[src/rtl/data_mem_ctrl.sv]
// MEM-stage data memory controller: puts aligned loads and stores onto the memory bus,
// bounds the wait for bus_ack, and registers the MEM/WB write-back outputs.
module data_mem_ctrl #(
  parameter int unsigned TIMEOUT = 16
) (
  input  logic        clk,
  input  logic        rst,
  input  logic [1:0]  mem_memrw,
  input  logic [31:0] mem_memaddr,
  input  logic [31:0] mem_memdata,
  input  logic [31:0] mem_wdata,
  input  logic [4:0]  mem_waddr,
  input  logic        mem_we,
  output logic        stallreq,
  output logic        bus_req,
  output logic        bus_we,
  output logic [31:0] bus_addr,
  output logic [31:0] bus_wdata,
  input  logic        bus_ack,
  input  logic [31:0] bus_rdata,
  output logic [31:0] wb_wdata,
  output logic [4:0]  wb_waddr,
  output logic        wb_we,
  output logic        mem_err
);

  localparam int unsigned CW = (TIMEOUT > 1) ? $clog2(TIMEOUT) : 1;

  typedef enum logic [1:0] {
    S_IDLE,
    S_BUS,
    S_DONE
  } state_e;

  state_e        state_q, state_d;
  logic [CW-1:0] cnt_q, cnt_d;
  logic          bus_req_q, bus_req_d;
  logic          bus_we_q, bus_we_d;
  logic [31:0]   bus_addr_q, bus_addr_d;
  logic [31:0]   bus_wdata_q, bus_wdata_d;
  logic [31:0]   wb_wdata_q, wb_wdata_d;
  logic [4:0]    wb_waddr_q, wb_waddr_d;
  logic          wb_we_q, wb_we_d;
  logic          mem_err_q, mem_err_d;
  logic          abort_q, abort_d;
  logic [31:0]   load_q, load_d;

  logic is_access, aligned, misaligned;

  assign is_access  = (mem_memrw == 2'b01) || (mem_memrw == 2'b10);
  assign aligned    = is_access && (mem_memaddr[1:0] == 2'b00);
  assign misaligned = is_access && (mem_memaddr[1:0] != 2'b00);

  always_comb begin
    state_d     = state_q;
    cnt_d       = cnt_q;
    bus_req_d   = bus_req_q;
    bus_we_d    = bus_we_q;
    bus_addr_d  = bus_addr_q;
    bus_wdata_d = bus_wdata_q;
    wb_wdata_d  = wb_wdata_q;
    wb_waddr_d  = wb_waddr_q;
    wb_we_d     = wb_we_q;
    mem_err_d   = 1'b0;
    abort_d     = abort_q;
    load_d      = load_q;
    stallreq    = 1'b0;

    unique case (state_q)
      S_IDLE: begin
        if (aligned) begin
          stallreq    = 1'b1;
          state_d     = S_BUS;
          bus_req_d   = 1'b1;
          bus_we_d    = (mem_memrw == 2'b10);
          bus_addr_d  = mem_memaddr;
          bus_wdata_d = mem_memdata;
          cnt_d       = '0;
        end else if (misaligned) begin
          wb_we_d     = 1'b0;
          wb_waddr_d  = mem_waddr;
          wb_wdata_d  = '0;
          mem_err_d   = 1'b1;
        end else begin
          wb_wdata_d  = mem_wdata;
          wb_waddr_d  = mem_waddr;
          wb_we_d     = mem_we;
        end
      end
      S_BUS: begin
        stallreq = 1'b1;
        // An ack in the last allowed cycle wins over the timeout.
        if (bus_ack) begin
          load_d    = bus_rdata;
          bus_req_d = 1'b0;
          state_d   = S_DONE;
        end else if (cnt_q == CW'(TIMEOUT - 1)) begin
          bus_req_d = 1'b0;
          abort_d   = 1'b1;
          state_d   = S_DONE;
        end else begin
          cnt_d = cnt_q + 1'b1;
        end
      end
      S_DONE: begin
        state_d    = S_IDLE;
        wb_waddr_d = mem_waddr;
        if (abort_q) begin
          wb_we_d    = 1'b0;
          wb_wdata_d = '0;
          mem_err_d  = 1'b1;
          abort_d    = 1'b0;
        end else if (bus_we_q) begin
          wb_wdata_d = mem_wdata;
          wb_we_d    = mem_we;
        end else begin
          wb_wdata_d = load_q;
          wb_we_d    = mem_we;
        end
      end
      default: state_d = S_IDLE;
    endcase

    if (rst) stallreq = 1'b0;
  end

  always_ff @(posedge clk) begin
    if (rst) begin
      state_q     <= S_IDLE;
      cnt_q       <= '0;
      bus_req_q   <= 1'b0;
      bus_we_q    <= 1'b0;
      bus_addr_q  <= '0;
      bus_wdata_q <= '0;
      wb_wdata_q  <= '0;
      wb_waddr_q  <= '0;
      wb_we_q     <= 1'b0;
      mem_err_q   <= 1'b0;
      abort_q     <= 1'b0;
      load_q      <= '0;
    end else begin
      state_q     <= state_d;
      cnt_q       <= cnt_d;
      bus_req_q   <= bus_req_d;
      bus_we_q    <= bus_we_d;
      bus_addr_q  <= bus_addr_d;
      bus_wdata_q <= bus_wdata_d;
      wb_wdata_q  <= wb_wdata_d;
      wb_waddr_q  <= wb_waddr_d;
      wb_we_q     <= wb_we_d;
      mem_err_q   <= mem_err_d;
      abort_q     <= abort_d;
      load_q      <= load_d;
    end
  end

  assign bus_req   = bus_req_q;
  assign bus_we    = bus_we_q;
  assign bus_addr  = bus_addr_q;
  assign bus_wdata = bus_wdata_q;
  assign wb_wdata  = wb_wdata_q;
  assign wb_waddr  = wb_waddr_q;
  assign wb_we     = wb_we_q;
  assign mem_err   = mem_err_q;

endmodule

[config.mk]
export PLATFORM = sky130hd
export DESIGN_NAME = data_mem_ctrl
export DESIGN_NICKNAME = d
export VERILOG_FILES = /design/src/rtl/data_mem_ctrl.sv
export SDC_FILE = /design/constraint.sdc
export NUM_CORES = 1
export LEC_CHECK = 0
export BUFFER_PORTS_ARGS = -buffer_cell sky130_fd_sc_hd__buf_4
export CAP_MARGIN = 40
export CORE_AREA = 4 4 177 93
export CTS_CLUSTER_DIAMETER = 80
export DETAILED_ROUTE_END_ITERATION = 12
export DIE_AREA = 0 0 181 97
export GPL_ROUTABILITY_DRIVEN = 0
export PLACE_DENSITY = 0.68
export SLEW_MARGIN = 20
export SYNTH_ARGS = -nofsm -noshare
export SYNTH_HDL_FRONTEND = slang
export SYNTH_SLANG_ARGS = --single-unit
[constraint.sdc]
create_clock -name clk -period 2.2 [get_ports clk]
set_input_delay 0.44 -clock clk [delete_from_list [all_inputs] [get_ports clk]]
set_output_delay 0.44 -clock clk [all_outputs]
set_load 0.02 [all_outputs]
==> flow_metrics.tcl <==
set metrics [dict create \
    finalMaxSlewViolations 0 \
    layout.nets 1057 \
    start_util_pct 39.16 \
    max-cap-violations 0 \
    cp_top_family "simple AND/OR/NAND/NOR gates" \
    cp-startpoint "mem_memrw[0]" \
    crit_arrival_ns 1.52 \
    core_area_um2 15010 \
    grt_pass1_vias 5841 \
    totalPowerFinal_mw 6.486 \
    drive_above_1_share_pct 32.62 \
    cp_max_fo 5 \
    outcome "complete, no violations" \
    die_x_um 181 \
    yosys.area_share.simple_pct 16.43 \
    netlist_instances 711 \
    r2r_cells 4 \
    relSlewSlack_pct 64.63 \
    grt_max_degree 79 \
    fin_ws_ns 0.2395 \
    layout_common_cells "buf_4 (256), dfxtp_1 (143), a21oi_1 (134)" \
    avgSynthCellArea_um2 8.269 \
    drt_iter0_markers 566 \
    fin_skew_ns 0.01198 \
    tns_ns 0 \
    fp.dieH_um 97 \
    postCtsSetupRepairBufs 0 \
    place_area_um2 7925 \
    clockBufferDepth 2 \
    leakagePower_nw 3.377 \
    row_count 32 \
    layout_min_cycle_time_ns 1.960 \
    drc 0 \
    crit_top_cell "buf_4" \
    yosys_warnings 0 \
    cts_tree "built" \
    max_freq_ghz 0.5101 \
    synth_top_family_by_area "compound AO/OA/AOI/OAI gates" \
    worst-path-buf-inv 3 \
    antenna_found_initial 0 \
    cp-endpoint "stallreq" \
    required_ns 1.76 \
    dp_hpwl_um 13920 \
    setup_viol 0 \
    grtUsageTotal_pct 22.37 \
    dr.pass1.iters 5 \
    clk_latency_ns 0.41 \
    crit_type "input port to primary output" \
    yosys.cell_types.count 40 \
    synth_compound_area_share_pct 28.03 \
    cts.repair.resized 0 \
    final_common_cell "buf_4" \
    netlist_top_cells_area "dfxtp_1 (49%), a21oi_1 (11%), nand3_1 (8.6%)" \
    seq_area_frac_synth_pct 49.03 \
    fill_cells 1396 \
    clkTransAtPathRegs_ns 0.07 \
    tightest_slew_ns 0.5305 \
    clock-sinks 144 \
    end_kind "primary output" \
    synth_area_um2 5879 \
    cts_made_buffers 17 \
    cts-root-buf "clkbuf_16" \
    dp_slack_ns 0.04264 \
    design_area_um2 8487 \
    hold_class "input port to flop" \
    synth_xor_area_share_pct 0 \
    fp.dieArea_um2 17560 \
    final.period_utilization_pct 89.11 \
    cts-htree-levels 4 \
    routed_wl_um 20390 \
    synth_largest_area_cell "dfxtp_1" \
    hold_viol 0 \
    via_count 6194 \
    ys_ff_latch 144 \
    synth_flop_cell "dfxtp_1" \
    grt_pass1_wl_um 32530 \
    boundaryPins 245 \
    netlist.area_leader.share_pct 49.03 \
    synthMuxAreaShare_pct 0.5107 \
    multi_input_area_um2 2693 \
    post_drt_wl_per_cell_um 18.00 \
    crit_cells 7 \
    reg2reg_slack_ns 0.42 \
    slowest_delay_ns 0.39 \
    critPathLaunchType "input port" \
    power.density_nw_per_um2 764.2 \
    grt.overflow.total 0 \
    io_buffer_count 244 \
    cts_hold_buf 0 \
    r2r_end "wb_wdata[23]" \
    seqCellArea_um2 2884 \
    synth_nets 852 \
    ir_drop_v 0.0004402 \
    via_per_inst 5.467 \
    n_antenna_cell 0 \
    synth-edff-count 0 \
    antenna_left 0 \
    synthArstFlopShare_pct 0 \
    synth_adder_area_share_pct 0.4256 \
    syn_to_final_growth_pct 44.35 \
    r2r-start "state_q[1]" \
    path_cells "buf_4 > inv_1 > ha_1 > nor3_2 > nor2_1 > nor3_1 > buf_4" \
    slowest_stage "ha_1" \
    rsz0062_at_grt "false" \
]
## kinds of logic (layout without fill, tap and decap cells)
family | Yosys count | in the layout
AOI/OAI and AO/OA | 283 | 283
adders and majority gates | 2 | 2
buffers and inverters | 82 | 300
DFF | 144 | 144
muxes | 3 | 3
and+or+nand+nor | 197 | 197
## worst min path at each step
stage                       start         end  slack (ns)  cells after the start
detailed placement     load_q[15]  load_q[15]        0.45                      2
global placement       load_q[21]  load_q[21]        0.44                      2
global route        bus_rdata[22]  load_q[22]        0.26                      3
CTS                 bus_rdata[22]  load_q[22]        0.25                      3
finish              bus_rdata[22]  load_q[22]        0.28                      3
floorplan              load_q[30]  load_q[30]        0.44                      2
## Yosys cell counts, drive strengths merged, types with 2 or more instances
master,n
a21oi,134
a22oi,31
a311oi,32
a31oi,3
buf,22
clkbuf,56
dfxtp,144
ha,2
inv,4
mux2i,3
nand2,68
nand2b,4
nand3,101
nand3b,4
nor2,4
nor3,4
nor3b,2
o21ai,73
o21bai,2
or4,2
## worst reg2reg max path, delay by kind of cell, from the launching register on
family                 cells  cell delay (ns)
buffers and inverters      1             0.39
DFF                        1             0.57
and+or+nand+nor            1             0.27
AOI/OAI and AO/OA          2             0.47
## metrics by stage
stage          hold slack, ns  std cells  util (%)
3_5_place_dp           0.4501       1101     52.78
4_1_cts                0.2539       1133     56.49
5_1_grt                0.2569       1133     56.53
2_1_floorplan          0.4357        711         -
6_report               0.2774       1133     56.53
3_3_place_gp           0.4449       1101     52.78
## flip-flops by register name (all words and copies together), names as in the netlist
| name | cells |
|---|---|
| mem_err | 1 |
| state_q | 2 |
| bus_wdata | 32 |
| wb_we | 1 |
| abort_q | 1 |
| cnt_q | 4 |
| wb_waddr | 5 |
| bus_we | 1 |
| wb_wdata | 32 |
| bus_req | 1 |
| bus_addr | 32 |
| load_q | 32 |
## final cells by class
class                   count  share of cell area, %
inverters                   4                 0.1917
clock buffers              20                  5.381
flip-flops and latches    144                  33.98
multi-input cells         485                  31.73
clock inverters            12                  1.179
well taps                 204                  3.008
repair buffers            264                  24.53
## where the power goes
group | internal (mW) | switching (mW)
registers | 2.73 | 0.0750
clock network | 1.52 | 1.15
logic | 0.456 | 0.547
## layer usage
layer	vias to the layer above	GRT usage [%]	part of all wire (%)
met5	-	0	0
met4	0	4.265	1.0
met3	18	6.424	8.5
met2	245	30.76	42
met1	2921	34.58	49
li1	3010	-	-
Power figures use the tool's default switching activity.
